===== src/rtl/multi_freq_counter_pkg.sv =====
// Shared FSM state type and default sizing for the multi-channel frequency counter.
// Count overflow behaviour is selected by FREQ_COUNTER_SATURATE_EN (see multi_freq_counter.sv).
package multi_freq_counter_pkg;

    localparam int DEF_CHANNELS  = 4;
    localparam int DEF_CNTR_SIZE = 16;
    localparam int DEF_GATE_SIZE = 16;

    typedef enum logic [1:0] {
        IDLE  = 2'd0,
        GATE  = 2'd1,
        LATCH = 2'd2
    } state_t;

endpackage


===== src/rtl/edge_sync.sv =====
// Two-flop synchronizer followed by a registered rising-edge detector for one measured input.
// The edge_det pulse lags a meas_in rise by 3 clk_ref cycles. Independent of FREQ_COUNTER_SATURATE_EN.
module edge_sync (
    input  logic clk_ref,
    input  logic rst,
    input  logic meas_in,
    output logic edge_det
);

    logic sync1;
    logic sync2;
    logic prev;

    always_ff @(posedge clk_ref or negedge rst) begin
        if (!rst) begin
            sync1    <= 1'b0;
            sync2    <= 1'b0;
            prev     <= 1'b0;
            edge_det <= 1'b0;
        end else begin
            sync1    <= meas_in;
            sync2    <= sync1;
            prev     <= sync2;
            edge_det <= sync2 & ~prev;
        end
    end

endmodule


===== src/rtl/multi_freq_counter.sv =====
// Gated multi-channel edge counter: counts rising edges per channel over a gate window of gate_len cycles.
// FREQ_COUNTER_SATURATE_EN defined: counts saturate at all-ones; undefined: counts wrap. ovf is set either way.
module multi_freq_counter
    import multi_freq_counter_pkg::*;
#(
    parameter int CHANNELS  = DEF_CHANNELS,
    parameter int CNTR_SIZE = DEF_CNTR_SIZE,
    parameter int GATE_SIZE = DEF_GATE_SIZE
) (
    input  logic                          clk_ref,
    input  logic                          rst,
    input  logic [CHANNELS-1:0]           meas_in,
    input  logic                          start,
    input  logic                          continuous,
    input  logic [GATE_SIZE-1:0]          gate_len,
    output logic                          busy,
    output logic [CHANNELS*CNTR_SIZE-1:0] freq,
    output logic [CHANNELS-1:0]           ovf,
    output logic                          valid
);

    logic [CHANNELS-1:0]  edge_det;
    state_t               state;
    logic [GATE_SIZE-1:0] gate_left;
    logic [GATE_SIZE-1:0] gate_eff;
    logic [CNTR_SIZE-1:0] cnt [CHANNELS];
    logic [CHANNELS-1:0]  acc;

    for (genvar g = 0; g < CHANNELS; g++) begin : g_sync
        edge_sync u_edge_sync (
            .clk_ref  (clk_ref),
            .rst      (rst),
            .meas_in  (meas_in[g]),
            .edge_det (edge_det[g])
        );
    end

    always_comb begin
        gate_eff = gate_len;
        if (gate_len == '0) begin
            gate_eff = GATE_SIZE'(1);
        end
    end

    assign busy = (state != IDLE);

    always_ff @(posedge clk_ref or negedge rst) begin
        if (!rst) begin
            state     <= IDLE;
            gate_left <= '0;
            valid     <= 1'b0;
            freq      <= '0;
            ovf       <= '0;
            acc       <= '0;
            for (int unsigned i = 0; i < CHANNELS; i++) begin
                cnt[i] <= '0;
            end
        end else begin
            valid <= 1'b0;
            case (state)
                IDLE: begin
                    if (start || continuous) begin
                        state     <= GATE;
                        gate_left <= gate_eff;
                    end
                end
                GATE: begin
                    for (int unsigned i = 0; i < CHANNELS; i++) begin
                        if (edge_det[i]) begin
                            if (cnt[i] == '1) begin
                                acc[i] <= 1'b1;
                            end
`ifdef FREQ_COUNTER_SATURATE_EN
                            if (cnt[i] != '1) begin
                                cnt[i] <= cnt[i] + 1'b1;
                            end
`else
                            cnt[i] <= cnt[i] + 1'b1;
`endif
                        end
                    end
                    // gate_left counts down the remaining GATE cycles, including this one
                    if (gate_left == GATE_SIZE'(1)) begin
                        state <= LATCH;
                    end else begin
                        gate_left <= gate_left - 1'b1;
                    end
                end
                LATCH: begin
                    for (int unsigned i = 0; i < CHANNELS; i++) begin
                        freq[i*CNTR_SIZE +: CNTR_SIZE] <= cnt[i];
                        cnt[i] <= '0;
                    end
                    ovf   <= acc;
                    acc   <= '0;
                    valid <= 1'b1;
                    if (continuous) begin
                        state     <= GATE;
                        gate_left <= gate_eff;
                    end else begin
                        state <= IDLE;
                    end
                end
                default: state <= IDLE;
            endcase
        end
    end

endmodule


===== config.mk =====
export PLATFORM = sky130hd
export DESIGN_NAME = multi_freq_counter
export DESIGN_NICKNAME = d
export VERILOG_FILES = /design/src/rtl/multi_freq_counter_pkg.sv /design/src/rtl/edge_sync.sv /design/src/rtl/multi_freq_counter.sv
export SDC_FILE = /design/constraint.sdc
export NUM_CORES = 1
export LEC_CHECK = 0
export ABC_AREA = 1
export BUFFER_PORTS_ARGS = -buffer_cell sky130_fd_sc_hd__buf_2
export CORE_UTILIZATION = 57
export DETAILED_ROUTE_END_ITERATION = 16
export PLACE_DENSITY = 0.78
export SLEW_MARGIN = 20
export SYNTH_ARGS = -nofsm -noshare
export SYNTH_HDL_FRONTEND = slang
export SYNTH_SLANG_ARGS = --single-unit

===== constraint.sdc =====
create_clock -name clk_ref -period 5.82 [get_ports clk_ref]
set_clock_uncertainty 0.2 [all_clocks]
set_input_delay 0.582 -clock clk_ref [delete_from_list [all_inputs] [get_ports clk_ref]]
set_output_delay 0.582 -clock clk_ref [all_outputs]
set_load 0.1 [all_outputs]

==> flow_summary.toml <==
[global_routing]
grt_use_met2_pct = 41.09
use_met3_pct = 5.478
antenna_found_initial = 0
track_usage_pct = 26.00
grt_first_pass_wirelength_mm = 30.19
grt_overflow = 0
grt_pass1_vias = 6624
gr-usage-met1_pct = 35.85
top_usage_layer = "met2"
grt_max_degree = 73

[die]
fp-row-count = 43
die_x_um = 121.6
io_pins = 94
die_h_um = 121.6
core_mm2 = 0.01393
start_util_pct = 58.46
dieArea_mm2 = 0.01477

[clock_network]
clock_latency_ps = 420
post-cts-setup-buffer-count = 0
cts_root_buf = "clkbuf_16"
clkSlewWorstSetupHoldPaths_ps = 60
clockBufferDepth = 2
clock_sinks = 171
cts_buffers = 17
cts_tree = "done"
htreeDepth = 4

[cells_and_area]
fin_nets = 1168
diodes = 0
area_growth_pct = 14.68
final_cells = 1327
layout_common_cells = "nand2_1 (342), dfrtp_1 (171), nor2_1 (120), inv_1 (97), buf_2 (92)"
fillCellCount = 1120
final_common_cell = "nand2_1"
drive_gt1_share_pct = 14.65

[synthesis]
syn_area_mm2 = 0.008147
ys.flop_type = "dfrtp_1"
synth_seq_cells = 171
synth_fp_nets = 1079
seq_area_frac_synth_pct = 52.53
yosysTopAreaCell = "dfrtp_1"
synth_cells = 1045
synth_edf_count = 0
async_flop_share_pct = 100.0
synth_warnings = 0
synth_top_area_share_pct = 52.53
netlist_top_cells_area = "dfrtp_1 (53%), nand2_1 (16%), nor2_1 (5.5%)"
avgSynthCellArea_um2 = 7.796
synth_cell_type_count = 31

[timing]
fin_tns_setup_ps = 0
hold_violations = 0
tightest_slew_ps = 872.5
fin_crit_ps = 2649
rsz0062_at_grt = "false"
max_freq_ghz = 0.3775
max_slew_margin_pct = 41.83
slew_viol_final = 0
finalSetupViolations = 0
finalCritPeriodShare_pct = 45.52

[worst_setup_path]
crit_end = "cnt[4]$_DFFE_PN0P_"
worstSetupPathType = "flip-flop to flip-flop"
critPathTopFamily = "buffers and inverters"
crit_required_ps = 5970
cp.depth = 8
cp.arrival_ps = 2800
reg2reg_from = "state[0]$_DFFE_PN0P_"
worstSetupStartpointType = "flip-flop"
r2r_end = "cnt[4]$_DFFE_PN0P_"
worstSetupEndpointType = "flip-flop"
cp.buffers_inverters = 4
slowest_stage = "buf_4"
path_max_fanout = 70
reg2reg_slack_ps = 3170
slowest_delay_ps = 650
r2r_cells = 8
cp_cell_sequence = "inv_1 -> ha_1 -> inv_4 -> buf_4 -> nor2_2 -> inv_2 -> o21ai_0 -> a21oi_1"
worstSetupStartpoint = "state[0]$_DFFE_PN0P_"

[place]
placedCellCount = 1294
gp_congestion = 0.9002
portBuffers = 93
hpwlAfterDp_mm = 11.99

[job]
max_cap_violations = 0

[power_and_ir_drop]
p_per_area_mw_per_mm2 = 346.7
vdd_drop_max_uv = 247.3
leakagePower_nw = 4.870
total_power_mw = 3.239

[route]
wl_mm = 17.82
vias = 7037
drcViolationCount = 0
ant_nets = 0
drt-initial-drc-count = 682
firstDrtPassIters = 5
vias_per_cell = 5.303
avgRoutedWirePerCell_um = 13.43

[hold_path]
hp-class = "input port to flip-flop"
hold-path-cell-count = 1

[outcome]
status = "finished clean"
-- metal layers --
metal  share of wire [%]  vias to the layer above
met2                  46                      199
met1                  47                     3294
met4                 1.7                        0
li1                    -                     3512
met3                 5.1                       32
met5                   0                        -
-- synth_stat cells, types with 3 or more instances --
cell type and n:
inv_2 11, clkbuf_1 12, nand2_1 342, buf_2 7
nor2_4 4, ha_1 10, nand3b_1 4, o21ai_1 5
nor2_2 8, a31oi_1 3, nand2_2 7, a21oi_1 29
nand3_1 64, buf_1 5, o21ai_2 3, nor2_1 120
nand4_1 22, buf_4 3, nand3_2 3, nor3_1 22
dfrtp_1 171, inv_1 97, o21ai_0 84
-- power by group --
group          internal (mW)  switching [mW]
Clock                  0.657           0.470
Sequential              1.32           0.130
Combinational          0.205           0.460
Total                   2.18            1.06
-- sequential cells by signal, summed over array words and instances (netlist names) --
name,count
acc,4
freq,64
cnt,64
state,2
g_sync.u_edge_sync.sync1,4
g_sync.u_edge_sync.prev,4
g_sync.u_edge_sync.sync2,4
g_sync.u_edge_sync.edge_det,4
ovf,4
valid,1
gate_left,16
-- per-stage QoR --
stage	hold WS (ps)	cell area, µm²	util, %	setup slack [ps]
2_1_floorplan	86.41	8147	-	3427
3_3_place_gp	133.9	8740	62.72	3289
3_5_place_dp	134.7	8740	62.72	3193
4_1_cts	51.12	9343	67.05	3173
5_1_grt	43.58	9343	67.05	2907
6_report	60.97	9343	67.05	3171
-- timing repair --
action,CTS,global route
setup endpoints to repair,0,0
hold endpoints to repair,56,0
gates resized for setup,0,0
hold buffers,1,0
-- logic make-up (layout without fill, tap and decap cells) --
| kind of cell | after synthesis | count (layout) | share of synthesized area (%) |
|---|---|---|---|
| xor gates and xnor gates | 1 | 1 | 0.1075 |
| AOI/OAI and AO/OA | 127 | 127 | 8.109 |
| and+or+nand+nor | 599 | 599 | 30.98 |
| adders and majority gates | 10 | 10 | 1.536 |
| DFF | 171 | 171 | 52.53 |
| buffers and inverters | 137 | 239 | 6.742 |
-- worst min path at each step --
| stage | from | to | slack [ps] |
|---|---|---|---|
| after floorplan | rst | acc[0]$_DFFE_PN0P_ | 90 |
| after global routing | meas_in[3] | g_sync[3].u_edge_sync.sync1$_DFF_PN0_ | 40 |
| after CTS | meas_in[2] | g_sync[2].u_edge_sync.sync1$_DFF_PN0_ | 50 |
| final | meas_in[3] | g_sync[3].u_edge_sync.sync1$_DFF_PN0_ | 60 |
| after global placement | g_sync[2].u_edge_sync.sync1$_DFF_PN0_ | g_sync[2].u_edge_sync.sync2$_DFF_PN0_ | 130 |
| after detailed placement | g_sync[2].u_edge_sync.sync1$_DFF_PN0_ | g_sync[2].u_edge_sync.sync2$_DFF_PN0_ | 130 |
-- layout make-up --
| class | instances | area (µm²) | share of cell area (%) |
|---|---|---|---|
| well taps | 180 | 225.2 | 2.411 |
| inverters | 108 | 407.9 | 4.366 |
| repair buffers | 99 | 519.2 | 5.558 |
| clock buffers | 19 | 452.9 | 4.848 |
| flip-flops and latches | 171 | 4279 | 45.80 |
| clock inverters | 13 | 140.1 | 1.500 |
| multi-input cells | 737 | 3318 | 35.52 |
Note: power is estimated with default switching activity, not from simulation.
